[config.mk]
export PLATFORM = sky130hd
export DESIGN_NAME = aes128_round_ctrl
export DESIGN_NICKNAME = d
export VERILOG_FILES = /design/src/rtl/aes128_round_ctrl.sv
export SDC_FILE = /design/constraint.sdc
export NUM_CORES = 1
export LEC_CHECK = 0
export CORE_AREA = 2 2 204 206
export CTS_CLUSTER_SIZE = 30
export DETAILED_ROUTE_END_ITERATION = 12
export DIE_AREA = 0 0 206 208
export GPL_TIMING_DRIVEN = 0
export PLACE_DENSITY_LB_ADDON = 0.05
export SYNTH_ARGS = -nofsm -noshare
export SYNTH_HDL_FRONTEND = slang
export SYNTH_SLANG_ARGS = --single-unit
[constraint.sdc]
create_clock -name i_Clk -period 2.1 [get_ports i_Clk]
set_clock_uncertainty 0.2 [all_clocks]
set_input_delay 0.42 -clock i_Clk [delete_from_list [all_inputs] [get_ports i_Clk]]
set_output_delay 0.42 -clock i_Clk [all_outputs]
set_load 0.05 [all_outputs]
[src/rtl/aes128_round_ctrl.sv]
// rtl/aes128_round_ctrl.sv - iterative AES-128 round sequencer with key-stall and valid/ready handshakes
// Optional abort input enabled by defining AES_CTRL_ABORT_EN.
module aes128_round_ctrl #(
  parameter int NR    = 10,
  parameter int RND_W = 4
) (
  input  logic             i_Clk,
  input  logic             i_Rst,
  input  logic             i_Start,
  output logic             o_StartRdy,
  input  logic [127:0]     i_Data,
  input  logic             i_fDec,
  output logic [127:0]     o_RoundData,
  output logic [RND_W-1:0] o_Round,
  output logic             o_fFirst,
  output logic             o_fLast,
  output logic             o_fDec,
  input  logic [127:0]     i_RoundData,
  output logic [RND_W-1:0] o_KeyIdx,
  output logic             o_KeyReq,
  input  logic             i_KeyValid,
`ifdef AES_CTRL_ABORT_EN
  input  logic             i_Abort,
`endif
  output logic [127:0]     o_Data,
  output logic             o_Valid,
  input  logic             i_Ready,
  output logic             o_Busy
);

  localparam logic [RND_W-1:0] LAST = RND_W'(NR);

  typedef enum logic [1:0] {
    ST_IDLE,
    ST_RUN,
    ST_DONE
  } state_t;

  state_t           fsm, fsm_nxt;
  logic [127:0]     blk, blk_nxt;
  logic [RND_W-1:0] rnd, rnd_nxt;
  logic             dec, dec_nxt;

  always_ff @(posedge i_Clk) begin
    if (i_Rst) begin
      fsm <= ST_IDLE;
      blk <= '0;
      rnd <= '0;
      dec <= 1'b0;
    end else begin
      fsm <= fsm_nxt;
      blk <= blk_nxt;
      rnd <= rnd_nxt;
      dec <= dec_nxt;
    end
  end

  always_comb begin
    fsm_nxt = fsm;
    blk_nxt = blk;
    rnd_nxt = rnd;
    dec_nxt = dec;
    case (fsm)
      ST_IDLE: begin
        if (i_Start) begin
          fsm_nxt = ST_RUN;
          blk_nxt = i_Data;
          dec_nxt = i_fDec;
          rnd_nxt = '0;
        end
      end
      ST_RUN: begin
        // A missing key stalls everything: state and round simply hold.
        if (i_KeyValid) begin
          blk_nxt = i_RoundData;
          if (rnd == LAST) fsm_nxt = ST_DONE;
          else             rnd_nxt = rnd + 1'b1;
        end
      end
      ST_DONE: begin
        if (i_Ready) begin
          fsm_nxt = ST_IDLE;
          rnd_nxt = '0;
        end
      end
      default: fsm_nxt = ST_IDLE;
    endcase
`ifdef AES_CTRL_ABORT_EN
    // Abort overrides key-valid and ready; the partial state is wiped.
    if (i_Abort && (fsm != ST_IDLE)) begin
      fsm_nxt = ST_IDLE;
      blk_nxt = '0;
      rnd_nxt = '0;
    end
`endif
  end

  assign o_StartRdy  = (fsm == ST_IDLE);
  assign o_RoundData = blk;
  assign o_Round     = rnd;
  assign o_fFirst    = (fsm == ST_RUN) && (rnd == '0);
  assign o_fLast     = (fsm == ST_RUN) && (rnd == LAST);
  assign o_fDec      = dec;
  // Decryption walks the key schedule backwards.
  assign o_KeyIdx    = dec ? (LAST - rnd) : rnd;
  assign o_KeyReq    = (fsm == ST_RUN);
  assign o_Data      = blk;
  assign o_Valid     = (fsm == ST_DONE);
  assign o_Busy      = (fsm == ST_RUN) || (fsm == ST_DONE);

endmodule
==> qor.txt <==
status: complete, but fails checks
failing checks: negative setup slack
GRT Total Usage: 0.175
Async SR Flop Fraction: 0
critical path's slowest cell: dfxtp_2
syn nets: 1,039
first-pass GRT wire length: 54,300 um
Max stage delay on crit path: 0.33 ns
most common cell in the netlist: buf_4
critical path endpoint category: primary output
clock-pin slew on the worst setup and hold paths: 0.06 ns
root buf cell: clkbuf_16
Final nets: 1,643
Post-Syn Area: 7100 um2
final setup margin: -0.104 ns
CTS Buf Count: 17
Worst slew margin: 0.462
fin crit period: 2.20 ns
CP required: 1.48 ns
Rows: 74
DIE AREA: 42,800 um2
number of synthesized register bits: 135
RSZ-0062 raised after global routing: true
final hold viol count: 0
fill count: 4,226
Max H-tree Level: 4
Setup crit start: fsm[1]$_SDFFE_PP0P_
Die H: 208 um
post-cts hold buffer count: 0
core area: 40,600 um2
initial antenna violation count: 9
Primary FF master, synth: dfxtp_1
WP data arrival: 1.58 ns
largest net degree at the start of global routing: 17
post-route insts no fill: 1,922
Mapped Cells: 767
# port buffers: 531
number of max-cap violations: 0
area delta synth->final: 115%
# clock sinks: 135
most used cell, CP: buf_12
vias per std cell: 4.06
total iterations of the first detailed-routing run: 4
CP Cell Sequence: inv_2 > ha_4 > buf_12 > buf_12 > nor4bb_4 > buf_6
Synth area leader: dfxtp_1
Initial Util: 0.175
Die Wd: 206 um
ANT nets after route: 0
WL per Instance: 20.6 um
period utilisation layout: 1.05
Placed Cells: 1,830
Avg Cell Area, Syn: 9.26 um2
HPWL Detailed: 30,200 um
Final GP Congestion: 0.745
share of layout cells above drive strength 1: 0.366
vias in the first global route: 7,950
final setup violation count: 34
DRC violations left: 0
FMAX: 454 MHz
post-layout util: 0.376
worst r2r src: fsm[1]$_SDFFE_PP0P_
post-synthesis sequential area ratio: 0.380
actual slew at the worst max-slew pin: 0.806 ns
EDFF count, synth: 0
Slew Limit Fails: 0
top post-synthesis cells by area: dfxtp_1 38%, mux2i_1 18%, buf_4 14%, a211oi_1 14%, nor2_1 6.9%
DR vias: 7,794
grt ovf: 0
1st-iter DRT viols: 145
distinct cell type count after synthesis: 28
Yosys warnings: 0
post-synth top area share: 0.380
insertion delay to the later sink of the worst-skew pair: 0.41 ns
commonest cells in the netlist: 137 x buf_4, 135 x dfxtp_1, 130 x mux2i_1, 130 x nor2_1, 129 x a211oi_1
Hold Path Class: reg2reg
largest fanout on the critical path: 6
Total Wirelength: 39,700 um
Worst setup SP type: flop
Max clock buf depth: 2
class of the most critical setup path: reg2out
startpoint of the worst hold path: o_Data[27]$_SDFFE_PP0P_
Ports: 533
CTS tree: built
-- registers in the layout (all words and copies together) (netlist names) --
signal   count
o_Round      4
fsm          2
o_fDec       1
o_Data     128
-- critical path, delay by kind of cell, from the launching register on --
family	cells	cell delay [ns]
adders and majority gates	1	0.17
buffers and inverters	4	0.47
and+or+nand+nor	1	0.19
DFF	1	0.33
-- placed cells by master, fill, tap and decap left out, types with 7 or more instances in the layout --
master / count
clkdlybuf4s50_1: 260
clkdlybuf4s15_1: 45
nor2_2: 23
buf_12: 20
clkbuf_1: 14
buf_8: 21
clkbuf_2: 43
buf_16: 7
mux2i_1: 126
dfxtp_1: 129
a211oi_2: 90
a211oi_1: 39
nand2_1: 8
nor2_4: 28
clkbuf_16: 22
nor2_1: 80
dlygate4sd2_1: 146
buf_6: 16
buf_4: 175
clkdlybuf4s15_2: 12
buf_2: 7
-- cells by family after synthesis --
logic type               after synthesis  synth area share
buffers and inverters                194             0.181
AND/OR/NAND/NOR                      156            0.0900
AO/OA/AOI/OAI                        140             0.145
flip-flops                           135             0.380
multiplexers                         130             0.183
adder cells (fa/ha/maj)               10            0.0176
XOR/XNOR                               2           0.00247
-- layer usage --
| metal | part of all wire | up-vias | wire length, um | global-route usage |
|---|---|---|---|---|
| li1 | - | 3787 | - | - |
| met1 | 0.40 | 3657 | 15700 | 0.197 |
| met2 | 0.50 | 325 | 20000 | 0.312 |
| met3 | 0.092 | 17 | 3670 | 0.0669 |
| met4 | 0.0065 | 8 | 257 | 0.0323 |
| met5 | 0.0012 | - | 46 | 0 |
-- path summary, 6_finish.rpt --
path	end	slack, ns	depth (start not counted)
setup / recovery	o_fFirst	-0.10	6
hold / removal	o_Data[27]$_SDFFE_PP0P_	0.30	2
setup reg to reg	o_Data[23]$_SDFFE_PP0P_	-0.06	12
hold reg to reg	o_Data[27]$_SDFFE_PP0P_	0.30	2
-- metrics by stage --
stage	cell area (um2)	setup TNS (ns)	setup WS, ns	hold WS (ns)
floorplan	7170	-2.76	-0.239	0.327
global placement	13100	-50.10	-0.838	0.303
detailed placement	13100	-55.27	-0.839	0.306
CTS	14600	-16.69	-0.239	0.307
global route	15300	-6.99	-0.196	0.325
finish	15300	-0.777	-0.104	0.305
-- final cells by class --
class                      instances  area (um2)  share of cell area
sequential                       135        2720               0.178
inverter                           6        22.5             0.00148
tap                              532         666              0.0436
buffer                           185        1580               0.103
timing repair buffer             588        5740               0.376
clock buffer                      20         447              0.0293
antenna                            6        15.0            0.000984
multi-input combinational        438        3950               0.259
clock inverter                    12         119             0.00779
-- what timing repair did --
action / CTS / global route
gates cloned: 18 / 5
resized for setup: 497 / 331
setup buffers: 27 / 21
pin swaps: 104 / 52
setup endpoints to repair: 400 / 204
Power of run 1 is left out: the tool's default activity adds up to more than one toggle a clock period on the data nets, which glitch-free logic cannot reach.
